[src/rtl/lmul_arbiter_if.sv]
`default_nettype none
// ============================================================================
//  Module   : lmul_arbiter_if
//  Purpose  : Request, response and engine-side signal bundle for the
//             shared FP16 logarithmic multiplier arbiter.
//  Revision : 1.0 - initial release
// ============================================================================
interface lmul_arbiter_if #(
    parameter int N   = 4,
    parameter int IDW = 2
);
    // Requester side
    logic [N-1:0]    req_valid;
    logic [16*N-1:0] req_a;
    logic [16*N-1:0] req_b;
    logic [N-1:0]    req_ready;

    // Response side
    logic            rsp_valid;
    logic [IDW-1:0]  rsp_id;
    logic [15:0]     rsp_data;
    logic            rsp_err;
    logic            rsp_ready;

    // Multiplier engine side
    logic            mul_start;
    logic [15:0]     mul_a;
    logic [15:0]     mul_b;
    logic            mul_done;
    logic [15:0]     mul_result;

    // Status
    logic            busy;

    // Arbiter view
    modport slave (
        input  req_valid, req_a, req_b, rsp_ready, mul_done, mul_result,
        output req_ready, rsp_valid, rsp_id, rsp_data, rsp_err,
               mul_start, mul_a, mul_b, busy
    );

    // Environment view (requesters, response consumer, engine)
    modport master (
        output req_valid, req_a, req_b, rsp_ready, mul_done, mul_result,
        input  req_ready, rsp_valid, rsp_id, rsp_data, rsp_err,
               mul_start, mul_a, mul_b, busy
    );
endinterface
`default_nettype wire

[src/rtl/lmul_arbiter.sv]
`default_nettype none
// ============================================================================
//  Module   : lmul_arbiter
//  Purpose  : Round-robin sharing of one multi-cycle FP16 log multiplier
//             between N requesters, with zero-operand bypass and a timeout
//             watchdog on the engine start/done handshake.
//  Revision : 1.0 - initial release
// ============================================================================
module lmul_arbiter #(
    parameter int N           = 4,
    parameter int IDW         = 2,
    parameter int TIMEOUT     = 16,
    parameter int BYPASS_ZERO = 1
) (
    input  logic               clk,
    input  logic               rst_n,
    lmul_arbiter_if.slave      bus
);

    localparam int             TW          = $clog2(TIMEOUT);
    localparam logic [TW-1:0]  c_timer_max = TW'(TIMEOUT - 1);
    localparam logic [IDW:0]   c_n         = (IDW + 1)'(N);
    localparam logic [IDW-1:0] c_last_id   = IDW'(N - 1);
    localparam logic [15:0]    c_nan       = 16'h7E00;

    typedef enum logic [1:0] {
        S_IDLE  = 2'd0,
        S_ISSUE = 2'd1,
        S_WAIT  = 2'd2,
        S_RESP  = 2'd3
    } state_t;

    state_t         r_state;
    state_t         w_next;
    logic [IDW-1:0] r_rr_ptr;
    logic [IDW-1:0] r_id;
    logic [TW-1:0]  r_timer;
    logic [15:0]    r_mul_a;
    logic [15:0]    r_mul_b;
    logic [15:0]    r_rsp_data;
    logic           r_rsp_err;

    logic [N-1:0]   w_rot;
    logic           w_found;
    logic [IDW:0]   w_off;
    logic [IDW:0]   w_sum;
    logic [IDW-1:0] w_win;
    logic [15:0]    w_a;
    logic [15:0]    w_b;
    logic           w_zero;
    logic           w_accept;
    logic           w_timeout;
    logic           w_mul_start;
    logic           w_rsp_valid;
    logic           w_busy;

    // Rotate the request vector so the search always begins at bit 0 (= rr_ptr)
    assign w_rot = N'({bus.req_valid, bus.req_valid} >> r_rr_ptr);

    // Lowest set bit of the rotated vector is the distance to the winner
    always_comb begin
        w_found = 1'b0;
        w_off   = '0;
        for (int k = N - 1; k >= 0; k--) begin
            if (w_rot[k]) begin
                w_found = 1'b1;
                w_off   = (IDW + 1)'(k);
            end
        end
    end

    assign w_sum     = {1'b0, r_rr_ptr} + w_off;
    assign w_win     = (w_sum >= c_n) ? IDW'(w_sum - c_n) : IDW'(w_sum);
    assign w_a       = 16'(bus.req_a >> {w_win, 4'b0000});
    assign w_b       = 16'(bus.req_b >> {w_win, 4'b0000});
    assign w_zero    = (BYPASS_ZERO != 0) &&
                       ((w_a[14:0] == 15'd0) || (w_b[14:0] == 15'd0));
    assign w_accept  = (r_state == S_IDLE) && w_found;
    assign w_timeout = (r_timer == c_timer_max);

    // State register
    always_ff @(posedge clk or negedge rst_n) begin
        if (!rst_n) begin
            r_state <= S_IDLE;
        end else begin
            r_state <= w_next;
        end
    end

    // Next-state decode and state-derived outputs
    always_comb begin
        w_next      = r_state;
        w_mul_start = 1'b0;
        w_rsp_valid = 1'b0;
        w_busy      = 1'b1;
        unique case (r_state)
            S_IDLE: begin
                w_busy = 1'b0;
                if (w_found) begin
                    w_next = w_zero ? S_RESP : S_ISSUE;
                end
            end
            S_ISSUE: begin
                w_mul_start = 1'b1;
                w_next      = S_WAIT;
            end
            S_WAIT: begin
                // A result arriving on the final timer cycle still wins
                if (bus.mul_done || w_timeout) begin
                    w_next = S_RESP;
                end
            end
            S_RESP: begin
                w_rsp_valid = 1'b1;
                if (bus.rsp_ready) begin
                    w_next = S_IDLE;
                end
            end
            default: w_next = S_IDLE;
        endcase
    end

    // Operand/response capture, watchdog timer and round-robin pointer
    always_ff @(posedge clk or negedge rst_n) begin
        if (!rst_n) begin
            r_rr_ptr   <= '0;
            r_id       <= '0;
            r_timer    <= '0;
            r_mul_a    <= '0;
            r_mul_b    <= '0;
            r_rsp_data <= '0;
            r_rsp_err  <= 1'b0;
        end else begin
            unique case (r_state)
                S_IDLE: begin
                    if (w_found) begin
                        r_mul_a <= w_a;
                        r_mul_b <= w_b;
                        r_id    <= w_win;
                        if (w_zero) begin
                            r_rsp_data <= {w_a[15] ^ w_b[15], 15'd0};
                            r_rsp_err  <= 1'b0;
                        end
                    end
                end
                S_ISSUE: begin
                    r_timer <= '0;
                end
                S_WAIT: begin
                    if (bus.mul_done) begin
                        r_rsp_data <= bus.mul_result;
                        r_rsp_err  <= 1'b0;
                    end else if (w_timeout) begin
                        r_rsp_data <= c_nan;
                        r_rsp_err  <= 1'b1;
                    end else begin
                        r_timer <= r_timer + 1'b1;
                    end
                end
                S_RESP: begin
                    if (bus.rsp_ready) begin
                        r_rr_ptr <= (r_id == c_last_id) ? '0 : r_id + 1'b1;
                    end
                end
                default: ;
            endcase
        end
    end

    assign bus.req_ready = w_accept ? (N'(1) << w_win) : '0;
    assign bus.mul_start = w_mul_start;
    assign bus.mul_a     = r_mul_a;
    assign bus.mul_b     = r_mul_b;
    assign bus.rsp_valid = w_rsp_valid;
    assign bus.rsp_id    = r_id;
    assign bus.rsp_data  = r_rsp_data;
    assign bus.rsp_err   = r_rsp_err;
    assign bus.busy      = w_busy;

endmodule
`default_nettype wire

[src/flat_wrapper.sv]
// flat-port wrapper written by rule: the top's interface ports become plain ports
module lmul_arbiter_flat 
#(
    parameter int N           = 4,
    parameter int IDW         = 2,
    parameter int TIMEOUT     = 16,
    parameter int BYPASS_ZERO = 1
)
  (clk, rst_n, bus_req_valid, bus_req_a, bus_req_b, bus_rsp_ready, bus_mul_done, bus_mul_result, bus_req_ready, bus_rsp_valid, bus_rsp_id, bus_rsp_data, bus_rsp_err, bus_mul_start, bus_mul_a, bus_mul_b, bus_busy);
  lmul_arbiter_if #(.N(N), .IDW(IDW)) bus_i ();
  input  logic clk;
  input  logic rst_n;
  input wire logic [$bits(bus_i.req_valid)-1:0] bus_req_valid;
  input wire logic [$bits(bus_i.req_a)-1:0] bus_req_a;
  input wire logic [$bits(bus_i.req_b)-1:0] bus_req_b;
  input wire logic [$bits(bus_i.rsp_ready)-1:0] bus_rsp_ready;
  input wire logic [$bits(bus_i.mul_done)-1:0] bus_mul_done;
  input wire logic [$bits(bus_i.mul_result)-1:0] bus_mul_result;
  output wire logic [$bits(bus_i.req_ready)-1:0] bus_req_ready;
  output wire logic [$bits(bus_i.rsp_valid)-1:0] bus_rsp_valid;
  output wire logic [$bits(bus_i.rsp_id)-1:0] bus_rsp_id;
  output wire logic [$bits(bus_i.rsp_data)-1:0] bus_rsp_data;
  output wire logic [$bits(bus_i.rsp_err)-1:0] bus_rsp_err;
  output wire logic [$bits(bus_i.mul_start)-1:0] bus_mul_start;
  output wire logic [$bits(bus_i.mul_a)-1:0] bus_mul_a;
  output wire logic [$bits(bus_i.mul_b)-1:0] bus_mul_b;
  output wire logic [$bits(bus_i.busy)-1:0] bus_busy;
  assign bus_i.req_valid = bus_req_valid;
  assign bus_i.req_a = bus_req_a;
  assign bus_i.req_b = bus_req_b;
  assign bus_i.rsp_ready = bus_rsp_ready;
  assign bus_i.mul_done = bus_mul_done;
  assign bus_i.mul_result = bus_mul_result;
  assign bus_req_ready = bus_i.req_ready;
  assign bus_rsp_valid = bus_i.rsp_valid;
  assign bus_rsp_id = bus_i.rsp_id;
  assign bus_rsp_data = bus_i.rsp_data;
  assign bus_rsp_err = bus_i.rsp_err;
  assign bus_mul_start = bus_i.mul_start;
  assign bus_mul_a = bus_i.mul_a;
  assign bus_mul_b = bus_i.mul_b;
  assign bus_busy = bus_i.busy;
  lmul_arbiter #(.N(N), .IDW(IDW), .TIMEOUT(TIMEOUT), .BYPASS_ZERO(BYPASS_ZERO)) u_core (.clk(clk), .rst_n(rst_n), .bus(bus_i));
endmodule
[config.mk]
export PLATFORM = sky130hd
export DESIGN_NAME = lmul_arbiter_flat
export DESIGN_NICKNAME = d
export VERILOG_FILES = /design/src/rtl/lmul_arbiter_if.sv /design/src/rtl/lmul_arbiter.sv /design/src/flat_wrapper.sv
export SDC_FILE = /design/constraint.sdc
export NUM_CORES = 1
export LEC_CHECK = 0
export CAP_MARGIN = 20
export CORE_MARGIN = 1.5
export CORE_UTILIZATION = 37
export CTS_BUF_LIST = sky130_fd_sc_hd__clkbuf_2 sky130_fd_sc_hd__clkbuf_4 sky130_fd_sc_hd__clkbuf_8
export CTS_CLUSTER_SIZE = 10
export DETAILED_ROUTE_END_ITERATION = 6
export PLACE_DENSITY_LB_ADDON = 0.2
export SYNTH_ARGS = -nofsm -noshare
export SYNTH_HDL_FRONTEND = slang
export SYNTH_SLANG_ARGS = --single-unit
[constraint.sdc]
create_clock -name clk -period 3 [get_ports clk]
set_input_delay 0.6 -clock clk [delete_from_list [all_inputs] [get_ports clk]]
set_output_delay 0.6 -clock clk [all_outputs]
set_load 0.01 [all_outputs]
==> impl_metrics.toml <==
[clock_tree]
clock_path_buffers = 2
h-tree-depth = 3
ctsHoldBuffers = 0
root_buffer = "clkbuf_8"
path_clk_slew_ns = 0.07
cts_sinks = 59
clock_latency_ns = 0.34
cts_buffers = 9
tritoncts = "done"

[yosys]
yosys-top-cells-count = "mux2i_1 (65), dfrtp_1 (59), nand2_1 (49)"
seq_area_frac_synth_pct = 37.0
synthesis.area_sq_mm = 0.00399
synth.most_common_cell = "mux2i_1"
synth_seq_cells = 59
synth-main-ff-cell = "dfrtp_1"
synth_area_leaders = "dfrtp_1 (37%), mux2i_1 (16%), o221ai_1 (7.5%)"
synth_edf_count = 0
synth_top_cell_area_share_pct = 37.0
ys_types = 46
postSynthAreaPerCell_sq_um = 9.81
syn_nets = 566
synthArstFlopShare_pct = 100
yosysTopAreaCell = "dfrtp_1"
netlist_instances = 407
yosysWarnings = 0

[job]
cap_viol_max_count = 0

[placed_design]
dpl.hpwl_um = 11700
routabilityCongestion = 0.966
placedCellCount = 760
dp_slack_ns = -0.882
portBuffers = 209

[pwr]
p_leak_nw = 2.95
finalPower_mw = 7.30
vdd.ir_drop.worst_v = 0.000969
p_per_area_mw_per_mm2 = 1040

[layout]
final_cells = 787
utilization_pct = 67.5
drive_gt1_share_pct = 18.9
diodes = 0
nets = 806
syn_to_final_growth_pct = 76.2

[sta]
max_slew_margin_pct = 49.2
worst_pin_slew_ns = 0.757
finalSetupViolations = 20
finalClockSkew_ns = 0.0127
rsz0062_at_grt = "true"
fmax_ghz = 0.317
hold_viol_final = 0
timing.final.crit_share_pct = 105
slew_viol_final = 0
layout_setup_ws_ns = -0.158
fin_crit_ns = 3.16

[floorplanning]
die_w_um = 107
dieHeight_um = 107
design.portCount = 210
core_area_sq_mm = 0.0104
start_util_pct = 38.3
dieArea_sq_mm = 0.0114
rows = 37

[setup_path]
crit_buf_inv = 5
crit_path_start_kind = "primary input"
r2r_start = "u_core.r_rr_ptr[0]"
required_ns = 3.26
critical_path.slowest_cell = "a221o_1"
cp_cell_sequence = "clkdlybuf4s15_1, nor2_1, a221o_1, nand2_1, o221ai_2, ha_4, buf_6, buf_6, nor4b_4, nand4_1, a21oi_2, nor4_4, buf_4, or3_1, buf_6, o21ai_1"
critPathTopFamily = "simple AND/OR/NAND/NOR gates"
reg2reg_slack_ns = -0.15
rr_worst_depth = 15
critPathKind = "primary input to flop"
cp-end-kind = "flop"
cp_max_fo = 8
critical_path_arrival_ns = 3.41
crit_cells = 16
slowest_delay_ns = 0.35
regToRegEndpoint = "u_core.bus.rsp_data[12]"
cpMostUsedCell = "buf_6"

[global_route]
antenna_found_initial = 0
grt_pass1_vias = 4700
grt_max_degree = 66
grt_util_met2_pct = 48.4
busiest_layer = "met2"
gr-usage-met3_pct = 4.62
grt_use_total_pct = 26.4
grtUsageMet1_pct = 30.4
grt-ovfl-total = 0
grt_pass1_wl_um = 23400

[outcome]
status = "complete, but fails checks"
violations = "negative setup slack"

[detailed_routing]
via_count = 4415
avgViaCountPerCell = 5.61
dr.pass1.iters = 4
first_iter_violations = 175
wl_per_cell_um = 19.8
routed_wl_um = 15600
post-route-drc-count = 0
antenna_left = 0

[min_path]
hp-class = "primary input to async pin"
## repair_timing
action	4_1_cts	5_1_grt
resized for setup	55	21
buffers inserted	7	5
pin swaps	16	15
endpoints found under the setup margin	54	22
cloned	1	0
## layout make-up
class / instances / area, sq um
clock buffer: 11 / 139
clock inverter: 4 / 76.3
fill: 821 / 3380
inverter: 8 / 35.0
multi-input combinational: 313 / 2610
sequential: 59 / 1480
tap: 136 / 170
timing repair buffer: 256 / 2530
## power breakdown
| part | leakage, nW | internal, mW | switching, mW |
|---|---|---|---|
| combinational | 2.09 | 2.65 | 2.43 |
| clock | 0.106 | 0.484 | 0.340 |
| sequential | 0.755 | 1.16 | 0.232 |
## layout by cell type (no fill, tap or decap), types with 7 or more instances in the layout
| master | n |
|---|---|
| and3_1 | 9 |
| buf_4 | 30 |
| buf_6 | 13 |
| clkbuf_8 | 9 |
| clkdlybuf4s50_1 | 200 |
| dfrtp_1 | 59 |
| mux2_4 | 10 |
| mux2i_1 | 65 |
| nand2_1 | 48 |
| nand4_1 | 9 |
| nor2_1 | 13 |
| nor3_1 | 10 |
| nor4_1 | 14 |
| o21ai_0 | 10 |
| o21ai_1 | 7 |
| o221ai_1 | 33 |
| o31ai_1 | 7 |
## through the flow
stage	TNS, ns	hold slack [ns]	area, sq um
2_1_floorplan	-0.908	0.304	4070
3_3_place_gp	-27.09	0.474	6500
3_5_place_dp	-34.29	0.472	6500
4_1_cts	-2.49	0.333	6930
5_1_grt	-4.90	0.366	7040
6_report	-2.35	0.324	7040
## metal layers
metal / vias to the layer above / wire length, um
met5: - / 0
li1: 2053 / -
met1: 2151 / 6030
met2: 180 / 8200
met4: 0 / 434
met3: 31 / 914
## registers in the layout (all words and copies together) (netlist names)
signal               count
u_core.bus.rsp_data     16
u_core.r_state           2
u_core.bus.rsp_id        2
u_core.r_rr_ptr          2
u_core.bus.rsp_err       1
u_core.bus.mul_b        16
u_core.r_timer           4
u_core.bus.mul_a        16
## worst max path at each step
stage,from,to,slack (ns)
CTS,u_core.r_rr_ptr[0],u_core.bus.rsp_data[8],-0.17
detailed placement,bus_req_valid[1],u_core.bus.rsp_data[8],-0.88
finish,bus_req_valid[0],u_core.bus.rsp_data[12],-0.16
global route,u_core.r_rr_ptr[0],u_core.bus.rsp_data[8],-0.30
global placement,bus_req_valid[1],u_core.bus.rsp_data[8],-0.70
floorplan,bus_req_valid[1],u_core.bus.rsp_data[0],-0.1
## cells by family after synthesis
group           synth area share, %
buf+inv                        3.79
mux                            20.6
fa+ha+maj                      2.19
flops                          37.0
simple gates                   18.2
xor+xnor                       1.97
compound gates                 16.3
(Power assumes the default switching activity.)
